**config.mk**
```make
export PLATFORM = sky130hd
export DESIGN_NAME = voice_mixer
export DESIGN_NICKNAME = d
export VERILOG_FILES = /design/src/rtl/voice_mixer.sv
export SDC_FILE = /design/constraint.sdc
export NUM_CORES = 2
export LEC_CHECK = 0
export CORE_MARGIN = 4
export CORE_UTILIZATION = 30
export DETAILED_ROUTE_END_ITERATION = 8
export MAX_ROUTING_LAYER = met4
export SYNTH_ARGS = -nofsm -noshare
export SYNTH_HDL_FRONTEND = slang
export SYNTH_SLANG_ARGS = --single-unit
```
**constraint.sdc**
```tcl
create_clock -name clk_in -period 9.3 [get_ports clk_in]
set_input_delay 1.395 -clock clk_in [delete_from_list [all_inputs] [get_ports clk_in]]
set_output_delay 1.395 -clock clk_in [all_outputs]
set_load 0.03 [all_outputs]
```
**src/rtl/voice_mixer.sv**
```systemverilog
// Polyphonic voice mixer: per-voice gain MAC across N_VOICES snapshots, then master gain and range limit.
// Optional VOICE_MIXER_SATURATE_EN clamps the result (and drives clip_out); otherwise the result wraps.
module voice_mixer #(
   parameter int N_VOICES     = 8,
   parameter int SAMPLE_WIDTH = 24,
   parameter int VOL_WIDTH    = 8,
   parameter int VOL_SHIFT    = 7
) (
   input  logic                             clk_in,
   input  logic                             rst_n_in,
   input  logic                             valid_in,
   input  logic [N_VOICES*SAMPLE_WIDTH-1:0] voices_in,
   input  logic [N_VOICES*VOL_WIDTH-1:0]    vol_in,
   input  logic [N_VOICES-1:0]              active_in,
   input  logic [VOL_WIDTH-1:0]             master_vol_in,
   output logic [SAMPLE_WIDTH-1:0]          mix_out,
   output logic                             valid_out,
   output logic                             busy_out,
   output logic                             clip_out,
   output logic                             overrun_out
);
   localparam int PW = SAMPLE_WIDTH + VOL_WIDTH + 1;
   localparam int AW = SAMPLE_WIDTH + VOL_WIDTH + $clog2(N_VOICES) + 1;
   localparam int MW = AW + VOL_WIDTH + 1;
   localparam int IW = (N_VOICES > 1) ? $clog2(N_VOICES) : 1;

   typedef enum logic [1:0] {IDLE, MAC, MASTER, OUT} state_t;

   state_t                   state_reg;
   logic signed [SAMPLE_WIDTH-1:0] voice_snap_reg [N_VOICES];
   logic [VOL_WIDTH-1:0]     vol_snap_reg [N_VOICES];
   logic [N_VOICES-1:0]      active_snap_reg;
   logic [VOL_WIDTH-1:0]     master_snap_reg;
   logic [IW-1:0]            mul_idx_reg;
   logic                     mul_on_reg;
   logic signed [PW-1:0]     prod_reg;
   logic                     prod_vld_reg;
   logic                     prod_act_reg;
   logic                     prod_last_reg;
   logic signed [AW-1:0]     acc_reg;
   logic [SAMPLE_WIDTH-1:0]  mix_reg;
   logic                     valid_reg;
   logic                     busy_reg;
   logic                     overrun_reg;
   logic                     capture;
   logic signed [PW-1:0]     prod_next;
   logic signed [AW-1:0]     term;
   logic signed [MW-1:0]     m_full;
   logic [SAMPLE_WIDTH-1:0]  out_val;
   logic                     out_clip;

   assign capture = (state_reg == IDLE) && valid_in;

   generate
      for (genvar gi = 0; gi < N_VOICES; gi++) begin : g_snap
         always_ff @(posedge clk_in or negedge rst_n_in) begin
            if (!rst_n_in) begin
               voice_snap_reg[gi] <= '0;
               vol_snap_reg[gi]   <= '0;
            end else if (capture) begin
               voice_snap_reg[gi] <= voices_in[gi*SAMPLE_WIDTH +: SAMPLE_WIDTH];
               vol_snap_reg[gi]   <= vol_in[gi*VOL_WIDTH +: VOL_WIDTH];
            end
         end
      end
   endgenerate

   // Gains are unsigned, so they get a zero sign bit before the signed multiply.
   assign prod_next = PW'(voice_snap_reg[mul_idx_reg]) *
                      PW'($signed({1'b0, vol_snap_reg[mul_idx_reg]}));
   assign term      = prod_act_reg ? AW'(prod_reg >>> VOL_SHIFT) : '0;
   assign m_full    = (MW'(acc_reg) * MW'($signed({1'b0, master_snap_reg}))) >>> VOL_SHIFT;

`ifdef VOICE_MIXER_SATURATE_EN
   localparam logic signed [MW-1:0] SAT_MAX = {{(MW-SAMPLE_WIDTH+1){1'b0}}, {(SAMPLE_WIDTH-1){1'b1}}};
   localparam logic signed [MW-1:0] SAT_MIN = {{(MW-SAMPLE_WIDTH+1){1'b1}}, {(SAMPLE_WIDTH-1){1'b0}}};
   logic clip_reg;

   always_comb begin
      out_val  = m_full[SAMPLE_WIDTH-1:0];
      out_clip = 1'b0;
      if (m_full > SAT_MAX) begin
         out_val  = SAT_MAX[SAMPLE_WIDTH-1:0];
         out_clip = 1'b1;
      end else if (m_full < SAT_MIN) begin
         out_val  = SAT_MIN[SAMPLE_WIDTH-1:0];
         out_clip = 1'b1;
      end
   end

   always_ff @(posedge clk_in or negedge rst_n_in) begin
      if (!rst_n_in)
         clip_reg <= 1'b0;
      else
         clip_reg <= (state_reg == MASTER) && out_clip;
   end

   assign clip_out = clip_reg;
`else
   assign out_val  = m_full[SAMPLE_WIDTH-1:0];
   assign out_clip = 1'b0;
   assign clip_out = out_clip;
`endif

   // Two-stage MAC: stage 1 registers one product per cycle, stage 2 folds it into acc_reg a cycle later.
   always_ff @(posedge clk_in or negedge rst_n_in) begin
      if (!rst_n_in) begin
         state_reg       <= IDLE;
         active_snap_reg <= '0;
         master_snap_reg <= '0;
         mul_idx_reg     <= '0;
         mul_on_reg      <= 1'b0;
         prod_reg        <= '0;
         prod_vld_reg    <= 1'b0;
         prod_act_reg    <= 1'b0;
         prod_last_reg   <= 1'b0;
         acc_reg         <= '0;
         mix_reg         <= '0;
         valid_reg       <= 1'b0;
         busy_reg        <= 1'b0;
         overrun_reg     <= 1'b0;
      end else begin
         valid_reg <= 1'b0;
         if (valid_in && busy_reg)
            overrun_reg <= 1'b1;
         case (state_reg)
            IDLE: begin
               if (valid_in) begin
                  active_snap_reg <= active_in;
                  master_snap_reg <= master_vol_in;
                  acc_reg         <= '0;
                  mul_idx_reg     <= '0;
                  mul_on_reg      <= 1'b1;
                  prod_vld_reg    <= 1'b0;
                  busy_reg        <= 1'b1;
                  state_reg       <= MAC;
               end
            end
            MAC: begin
               if (mul_on_reg) begin
                  prod_reg      <= prod_next;
                  prod_act_reg  <= active_snap_reg[mul_idx_reg];
                  prod_last_reg <= (mul_idx_reg == IW'(N_VOICES - 1));
                  prod_vld_reg  <= 1'b1;
                  if (mul_idx_reg == IW'(N_VOICES - 1))
                     mul_on_reg <= 1'b0;
                  else
                     mul_idx_reg <= mul_idx_reg + IW'(1);
               end else begin
                  prod_vld_reg <= 1'b0;
               end
               if (prod_vld_reg) begin
                  acc_reg <= acc_reg + term;
                  if (prod_last_reg)
                     state_reg <= MASTER;
               end
            end
            MASTER: begin
               mix_reg   <= out_val;
               valid_reg <= 1'b1;
               state_reg <= OUT;
            end
            OUT: begin
               busy_reg  <= 1'b0;
               state_reg <= IDLE;
            end
            default: state_reg <= IDLE;
         endcase
      end
   end

   assign mix_out     = mix_reg;
   assign valid_out   = valid_reg;
   assign busy_out    = busy_reg;
   assign overrun_out = overrun_reg;
endmodule

```
=== After elaboration in Yosys (flattened, before gate mapping) ===
Index checks and enable logic that the tools add are counted.

* Register bits: 377
* Input port bits: 275
* Output and inout bits: 28
* Word-level logic and storage cells: 87

* $add $sub $neg: 2
* Multiply operators: 2
* Order comparisons: 2
* Equal/unequal tests: 9
* Multiplexer cells: 29
* Bitwise gates (word level): 1
* Reduce and logical (&&, ||, !) cells: 12

{| class="wikitable"
|+ Operator list
! cell !! count
|-
| two-way mux 36 bit || 3
|-
| binary-select mux 24 bit (select 3 bit) || 1
|-
| one-hot mux 36 bit (2 select lines) || 1
|-
| two-way mux 24 bit || 2
|-
| adder 36 bit || 1
|-
| multiplier 36 x 9 -> 31 bit || 1
|-
| multiplier 24 x 9 -> 33 bit || 1
|-
| binary-select mux 8 bit (select 3 bit) || 1
|-
| two-way mux 8 bit || 2
|-
| != test 2 bit, second input constant || 5
|-
| two-way mux 3 bit || 3
|-
| one-hot mux 2 bit (4 select lines) || 1
|-
| AND reduction 2 bit || 4
|-
| two-way mux 1 bit || 7
|-
| two-way mux 2 bit || 3
|-
| one-hot mux 1 bit (2 select lines) || 3
|-
| one-hot mux 3 bit (2 select lines) || 1
|-
| AND reduction 3 bit || 2
|-
| == test 2 bit, second input constant || 2
|-
| greater-or-equal comparator 4 bit, second input constant || 1
|-
| less-than comparator 3 x 4 -> 1 bit, second input constant || 1
|-
| NOT 3 -> 4 bit || 1
|-
| AND reduction 4 bit || 1
|-
| nonzero test 2 bit || 2
|-
| 6 further kinds || 7
|}

=== Longest topological paths before layout ===
* Depth after elaboration: 5
* Gate-level depth with buffers: 25

=== Worst setup path before layout ===
Ideal clock, no wire load.

* Path type: reg2reg
* Start: register mul_idx_reg[0]
* End: register prod_reg[28]
* Data arrival time: 6539 ps
* Data required time: 9169 ps
* Setup slack: 2630 ps
* Stages on the path, launching flop included: 26
* Cells stage by stage: dfrtp_1 -> buf_2 -> buf_6 -> buf_1 -> buf_2 -> mux4_2 -> mux2i_1 -> nor2_1 -> fa_1 -> inv_1 -> fa_1 -> inv_1 -> fa_1 -> inv_1 -> fa_1 -> inv_1 -> ha_1 -> nand2_1 -> o2111ai_1 -> a221o_1 -> a31o_4 -> a221oi_4 -> o21ai_2 -> a311oi_2 -> xor2_1 -> o21ai_1

* Longest elaborated chain between the ends: 5
* Elaborated cells between the ends (all ways): 8
* Those cells by class: mul: 1; mux: 6; bitwise: 1

{| class="wikitable"
|+ Ends and longest elaborated chain
! what !! RTL line !! text
|-
| from (decl) || 34 || <nowiki>logic [IW-1:0] mul_idx_reg;</nowiki>
|-
| from (signal assigned) || 148 || <nowiki>mul_idx_reg <= mul_idx_reg + IW'(1);</nowiki>
|-
| NOT 3 -> 4 bit (implied by the code) * || 69, 70 ||
|-
| binary-select mux 24 bit (select 3 bit) / binary-select mux 8 bit (select 3 bit) (equally long branches) || 69, 70 ||
|-
| two-way mux 24 bit (implied by the code) / two-way mux 8 bit (equally long branches) (2 in series) || 69, 70 ||
|-
| multiplier 24 x 9 -> 33 bit * || 69 || <nowiki>assign prod_next = PW'(voice_snap_reg[mul_idx_reg]) *</nowiki>
|-
| to (signal assigned) || 141 || <nowiki>prod_reg <= prod_next;</nowiki>
|-
| to (decl) || 36 || <nowiki>logic signed [PW-1:0] prod_reg;</nowiki>
|}

Mark *: on every way between the ends. The rest lies on a longest branch, timed or not. The select of a mux whose other input is x is not followed.
A chain may end at the register's enable or synchronous reset.

=== Worst setup path after layout ===
* Start: register mul_idx_reg[0]
* End: register prod_reg[30]

Same word-level chain as after synthesis.

==> reports/qor.yml <==
clocking:
  clockRootBuffer: "clkbuf_16"
  ctsHoldBuffers: 0
  cts.repair.resized: 0
  cts.sinks: 365
  clk_pin_slew_ps: 60
  cts_tree: "done"
  htreeDepth: 2
  cts_setup_buffers: 0
  clock_latency_ps: 620
  cts_buffers: 45
  clock_path_buffers: 3
yosys:
  yosysMostFrequentCell: "inv_1"
  synth_top_cell_area_share: 0.306
  postSynthNetCount: 3471
  syn_area_sq_um: 29800
  ys_async_sr_fraction: 1.00
  ys_top_cells_by_area: "dfrtp_1 31%, fa_1 20%, mux2_2 12%"
  synth_cells: 2742
  synth_common_cells: "421 x inv_1, 365 x dfrtp_1, 310 x mux2_2"
  ys.flop_type: "dfrtp_1"
  ys_ff_latch: 365
  synth_area_per_cell_sq_um: 10.9
  synth_edf_count: 0
  ys_warn_count: 0
  synth.yosys.seq_area_share: 0.306
  synth_top_area_cell: "dfrtp_1"
  synth_cell_type_count: 66
global_routing:
  grt_use_total: 0.145
  gr-total-overflow: 0
  grt_pass1_vias: 21408
  grt_max_degree: 192
  grt_pass1_wl_mm: 118
  antenna_found_initial: 22
job:
  maxCapViolations: 0
place:
  io_buffers: 301
  globalplace.congestion: 0.836
  place_ws_ps: 2060
  dp_hpwl_mm: 55.3
setup_path:
  crit_arrival_ps: 7730
  critPathKind: "flip-flop to flip-flop"
  startpoint: "mul_idx_reg[0]$_DFFE_PN0P_"
  startpoint_type: "flip-flop"
  end_kind: "flip-flop"
  path_max_fanout: 47
  critical_path_required_ps: 9800
  worstReg2RegStart: "mul_idx_reg[0]$_DFFE_PN0P_"
floorplan:
  core_sq_um: 98600
  die_y_um: 323
  rows: 115
  start_util: 0.303
  die_width_um: 323
  io_pins: 303
  die_area_sq_um: 105000
route:
  routed_wl_mm: 72.2
  vias: 19813
  final_antenna_net_count: 0
  viasPerCell: 4.56
  drtPass1Iterations: 5
  wl_per_cell_um: 16.6
  route.detailed.drc: 0
  drt_iter0_markers: 964
sta:
  hold_violations: 0
  relSlewSlack: 0.177
  layout_min_cycle_time_ps: 7230
  fin_crit_sh: 0.777
  rsz0062_at_grt: "false"
  worst_slew_pin_slew_ps: 1230
  skew_ps: 50.2
  timing.final.ws_setup_ps: 2070
  setup_tns_ps: 0
  drv_slew: 0
  setup_viol: 0
  max_freq_mhz: 138
status:
  outcome: "finished, final reports clean"
final_layout:
  multi_input_area_sq_um: 18700
  nFillCells: 9747
  seq_area_sq_um: 9140
  syn2layout_area_growth_pct: 20.0
  drive_gt1_frac: 0.163
  layout.nets: 3730
  largest_reg_flops: 192
hold_path:
  hold_path_class: "flip-flop to flip-flop"
  hold_start: "overrun_out$_DFFE_PN0P_"
## logic make-up (layout without fill, tap and decap cells)
logic type / count (synthesis) / in the layout / share of synthesized area
adder cells (fa/ha/maj): 454 / 454 / 0.266
buffers and inverters: 532 / 825 / 0.0676
multiplexers: 401 / 401 / 0.175
other: 1 / 22 / 0.000126
XOR/XNOR: 88 / 88 / 0.0258
flip-flops: 365 / 365 / 0.306
AO/OA/AOI/OAI: 260 / 260 / 0.0561
AND/OR/NAND/NOR: 641 / 641 / 0.103
## stage by stage
| stage | cells | hold slack (ps) | util | area (sq um) |
|---|---|---|---|---|
| floorplan | 2742 | 442 | - | 29800 |
| global placement | 4241 | 445 | 0.347 | 34200 |
| detailed placement | 4241 | 444 | 0.347 | 34200 |
| CTS | 4322 | 459 | 0.363 | 35700 |
| global route | 4343 | 467 | 0.363 | 35800 |
| finish | 4343 | 454 | 0.363 | 35800 |
## layout by cell type (no fill, tap or decap), drive strengths merged, types with 9 or more instances in the layout
cell type / count
inv: 425
dfrtp: 365
mux2: 310
clkdlybuf4s50: 300
fa: 299
nand2: 246
ha: 155
and2: 150
nor2: 120
o21ai: 89
mux4: 66
clkbuf: 62
a21oi: 58
xnor2: 51
a21o: 39
xor2: 37
nand2b: 34
mux2i: 25
buf: 23
diode: 21
nor2b: 21
nand3: 20
nor3: 10
or3: 9
a31oi: 9
clkinv: 9
## worst max-delay path: stages (launching register included)
cell	delay [ps]
dfrtp_4	1050
buf_4	430
mux4_2	540
mux2i_1	610
nor2_1	140
fa_1	540
fa_1	510
fa_1	490
inv_1	50
fa_1	490
inv_1	40
ha_1	350
and3_1	200
nand2_1	80
or3_1	390
or3_1	370
o21ai_0	190
o21ai_0	140
or3_1	330
nand3_1	80
## per-layer routing
layer / share of wire / vias to the layer above / global-route usage
met5: 0 / - / -
met2: 0.46 / 397 / 0.227
met4: 0.017 / 0 / 0.0297
met3: 0.071 / 77 / 0.0415
li1: - / 9483 / -
met1: 0.46 / 9856 / 0.189
## layout make-up
| type | count | share of cell area |
|---|---|---|
| diodes | 21 | 0.00147 |
| flip-flops and latches | 365 | 0.255 |
| clock inverters | 19 | 0.00664 |
| clock buffers | 62 | 0.0355 |
| multi-input cells | 1845 | 0.522 |
| inverters | 421 | 0.0442 |
| well taps | 1287 | 0.0450 |
| repair buffers | 323 | 0.0896 |
## path summary, 6_finish.rpt
kind                                             endpoint  slack, ps  cells past startpoint
setup reg to reg                 prod_reg[30]$_DFFE_PN0P_       2070                     19
hold reg to reg                   overrun_out$_DFFE_PN0P_        450                      1
max in group asynchronous  voice_snap_reg[91]$_DFFE_PN0P_       6440                      3
setup / recovery                 prod_reg[30]$_DFFE_PN0P_       2070                     19
hold / removal                    overrun_out$_DFFE_PN0P_        450                      1
min in group asynchronous         overrun_out$_DFFE_PN0P_        770                      1
Power is left out: the tool's default activity adds up to more than one toggle a clock period on the data nets, which glitch-free logic cannot reach.
==> variant 1: new RTL, same flow settings <==
Change the parameter `VOL_WIDTH` from 8 to 10.
--- a/src/rtl/voice_mixer.sv
+++ b/src/rtl/voice_mixer.sv
@@ -4,5 +4,5 @@
    parameter int N_VOICES     = 8,
    parameter int SAMPLE_WIDTH = 24,
-   parameter int VOL_WIDTH    = 8,
+   parameter int VOL_WIDTH    = 10,
    parameter int VOL_SHIFT    = 7
 ) (
Interface: changed (resized master_vol_in and vol_in); port bits go from 303 to 321. The function was not compared with the original's and may differ.
==> variant 1 against the unedited design <==
Routed wire length grew 16%. Area after synthesis is 13% higher. Sequential cell count grew 20. Critical path depth grew 2. Design area increased by 12%. Highest routed layer unchanged. Setup slack got worse by 710 ps. Fmax is 8.9% lower. Die area increased by 13%. Synthesized cell count grew 13%. Critical path type unchanged. Critical endpoint unchanged. Global-route usage up 0.36 points. Utilization decreased by 0.21 points.
Power is left out: the tool's default activity adds up to more than one toggle a clock period on the data nets, which glitch-free logic cannot reach.
==> variant 1: results (changes against the unedited design) <==
fin_skew_ps: 41.6  # -8.55 ps
status: "finished, final reports clean"
fin_util: 0.361  # -0.00210
synth.area.top_cells: "dfrtp_1 28%, fa_1 24%, mux2_2 11%, ha_1 6.5%, inv_1 5.3%"
clkCellAreaFrac: 0.0382  # -0.00394
io_buffers: 319  # +6.0%
cp.arrival_ps: 8400  # +670 ps
antenna_found_initial: 14  # -36%
dp_slack_ps: 1360  # -702 ps
synth_nets: 3978  # +15%
multi_input_gates: 2107  # +14%
diodes: 14  # -33%
seq_area_um2: 9650  # +5.5%
synthDistinctLibCells: 78  # +18%
dp_cells: 4802  # +13%
fin_crit_ps: 7940  # +709 ps
hold-worst-slack_ps: 454  # +0.127 ps
drive_gt1_frac: 0.156  # -0.00745
max_stage_delay_ps: 970  # -80 ps
yosys-top-cells-count: "474 x inv_1, 398 x fa_1, 385 x dfrtp_1"
track_usage: 0.149  # +0.00355
design.die.area_um2: 118000  # +13%
grtUsageMet3: 0.0319  # -0.00956
fill_cells: 11000  # +13%
nNonClkBuffers: 348  # +7.7%
via_count: 22500  # +13%
grt_pass1_wl_um: 137000  # +16%
grt_max_degree: 175  # -8.9%
clkbuf_count: 67  # +8.1%
use_met2: 0.238  # +0.0111
path_max_fanout: 41  # -13%
[variant 1: changes by cell type after synthesis, sizes merged, moves of 8 or more]
cell / before / now
fa: 299 / 398
nand2: 246 / 344
inv: 421 / 474
clkbuf: 91 / 129
nor2: 120 / 155
mux2: 310 / 333
dfrtp: 365 / 385
ha: 155 / 175
nand2b: 34 / 15
and2: 150 / 135
mux2i: 25 / 38
nor2b: 21 / 8
a21oi: 58 / 66
nand4: 3 / 11
[variant 1: cell families after synthesis]
logic type,count (synthesis),share of synthesized area
compound gates,269,0.0534
xor+xnor,94,0.0243
fa+ha+maj,573,0.300
buf+inv,620,0.0695
flops,385,0.285
mux,441,0.170
other cells,1,0.000111
simple gates,729,0.0981
[variant 1: layer usage]
metal / part of all wire / wire [um]
met1: 0.45 / 37700
met2: 0.47 / 39200
met3: 0.061 / 5130
met4: 0.020 / 1670
met5: 0 / 0
==> variant 2: new RTL, same flow settings <==
Made on the original files. Register the output `mix_out` once more, cleared by the reset; this adds one clock of latency there. The other outputs are not delayed to match.
--- a/src/rtl/voice_mixer.sv
+++ b/src/rtl/voice_mixer.sv
@@ -170,5 +170,11 @@
    end
 
-   assign mix_out     = mix_reg;
+   always_ff @(posedge clk_in or negedge rst_n_in) begin
+      if (!rst_n_in) begin
+         mix_out <= '0;
+      end else begin
+         mix_out <= mix_reg;
+      end
+   end
    assign valid_out   = valid_reg;
    assign busy_out    = busy_reg;
Behaviour: same outputs for any inputs over 4 cycles, from zero or initial values and one cycle with rst_n_in low; that may be too few to reach the edited logic, so the function may still have changed.
==> variant 2 against the unedited design <==
Non-clock buffer count shrank 2. Area after synthesis is 2.9% higher. Critical path type unchanged. Global-route usage up 0.12 points. Synthesized cell count increased by 2.6%. Design area rose by 3.1%. Sequential cell count up 24. Critical endpoint is now prod_reg[25]. Setup slack got worse by 110 ps. Fmax down 1.5%. Routed wire length rose by 4.0%.
Power is left out: the tool's default activity adds up to more than one toggle a clock period on the data nets, which glitch-free logic cannot reach.
==> variant 2: results (changes against the unedited design) <==
status: "finished, final reports clean"
fin_skew_ps: 52.5  # +2.30 ps
synth_compound_area_frac: 0.0602  # +0.00416
min-delay-start: "mix_reg[10]"
place.gp.congestion: 0.848  # +1.4%
ys_seq_area_frac: 0.317  # +0.0109
synth_adder_area_share: 0.258  # -0.00755
reg2regPathDepth: 21  # +2
via_count: 20600  # +4.0%
hold_path_end: "mix_out[10]"
synthDistinctLibCells: 76  # +15%
rr_endpoint: "prod_reg[25]"
muxShareOfSynthArea: 0.173  # -0.00213
cp.arrival_ps: 7840  # +110 ps
synth-xor-area-share: 0.0240  # -0.00188
hpwlAfterDp_um: 58800  # +6.3%
path_max_fanout: 45  # -4.3%
first_global_vias: 22400  # +4.6%
yosys-top-cells-count: "422 x inv_1, 389 x dfrtp_1, 316 x mux2_2"
whs_path_depth: 0  # -1
track_usage: 0.146  # +0.00123
synth.area.top_cells: "dfrtp_1 32%, fa_1 20%, mux2_2 12%, ha_1 6.3%, inv_1 5.2%"
grt_max_degree: 183  # -4.7%
dp_cells: 4390  # +3.5%
post_dp_cell_area_um2: 35200  # +2.8%
drtIter0Drc: 1001  # +3.8%
cts_buffers: 46  # +2.2%
synth_edf_count: 0  # unchanged
antenna_found_initial: 18  # -18%
drive_gt1_frac: 0.162  # -0.00143
syn-instance-count: 2812  # +2.6%
layout.cells.non_filler: 4489  # +3.4%
nets: 3799  # +1.8%
fill_cells: 10100  # +3.6%
ff2ff_setup_slack_ps: 1960  # -110 ps
wirelength_um: 75100  # +4.0%
-- variant 2: changes by cell type in the layout (fill, tap and decap cells not counted), sizes merged, moves of 7 or more --
cell | before | now
dfrtp | 365 | 389
mux2 | 310 | 317
nand2 | 246 | 275
a21oi | 58 | 66
nand2b | 34 | 18
-- variant 2: worst max-delay path by stage --
stage / start / endpoint / slack, ps / depth (start not counted)
final: mul_idx_reg[0] / prod_reg[25] / 1960 / 21
after global routing: mul_idx_reg[0] / prod_reg[27] / 1440 / 21
after CTS: mul_idx_reg[0] / prod_reg[32] / 1900 / 21
after detailed placement: mul_idx_reg[0] / prod_reg[30] / 1960 / 20
after global placement: mul_idx_reg[0] / prod_reg[30] / 2040 / 20
after floorplan: mul_idx_reg[0] / prod_reg[30] / 2930 / 22
-- variant 2: stage by stage --
step           worst slack (ps)  hold WS [ps]
2_1_floorplan              2930           347
3_3_place_gp               2040           358
3_5_place_dp               1960           362
4_1_cts                    1900           374
5_1_grt                    1440           380
6_report                   1960           371
-- variant 2: final cells by class --
class | instances | area, um^2 | area share
inverters | 422 | 1580 | 0.0429
repair buffers | 321 | 3190 | 0.0866
clock inverters | 17 | 282 | 0.00763
well taps | 1368 | 1710 | 0.0464
flip-flops and latches | 389 | 9740 | 0.264
multi-input cells | 1890 | 18900 | 0.514
diodes | 16 | 40.0 | 0.00109
clock buffers | 66 | 1390 | 0.0376
-- variant 2: logic make-up (layout without fill, tap and decap cells) --
kind of cell / Yosys count / in the layout
AND/OR/NAND/NOR: 656 / 656
buffers and inverters: 533 / 826
adder cells (fa/ha/maj): 454 / 454
multiplexers: 409 / 409
flip-flops: 389 / 389
AO/OA/AOI/OAI: 286 / 286
XOR/XNOR: 84 / 84
other: 1 / 17
-- variant 2: critical path, cell delays in order (launching register included) --
cell      delay (ps)
dfrtp_4         1020
buf_4            570
mux4_2           560
mux2i_1          700
nand2b_1         230
fa_1             430
inv_1             90
fa_1             450
fa_1             540
inv_1             50
fa_1             470
inv_1             40
ha_1             350
a21oi_1          230
o21bai_1         130
a221oi_1         380
o32a_1           230
o31ai_2          110
nor2_2           190
o21bai_1         100
xnor2_1          120
o21ai_0          180
-- variant 2: routing by layer --
| layer | routed length (um) | part of all wire | vias up | global-route usage |
|---|---|---|---|---|
| li1 | - | - | 9717 | - |
| met1 | 32200 | 0.43 | 10300 | 0.179 |
| met2 | 36000 | 0.48 | 479 | 0.241 |
| met3 | 5520 | 0.073 | 83 | 0.0418 |
| met4 | 1480 | 0.020 | 0 | 0.0335 |
| met5 | 0 | 0 | - | - |
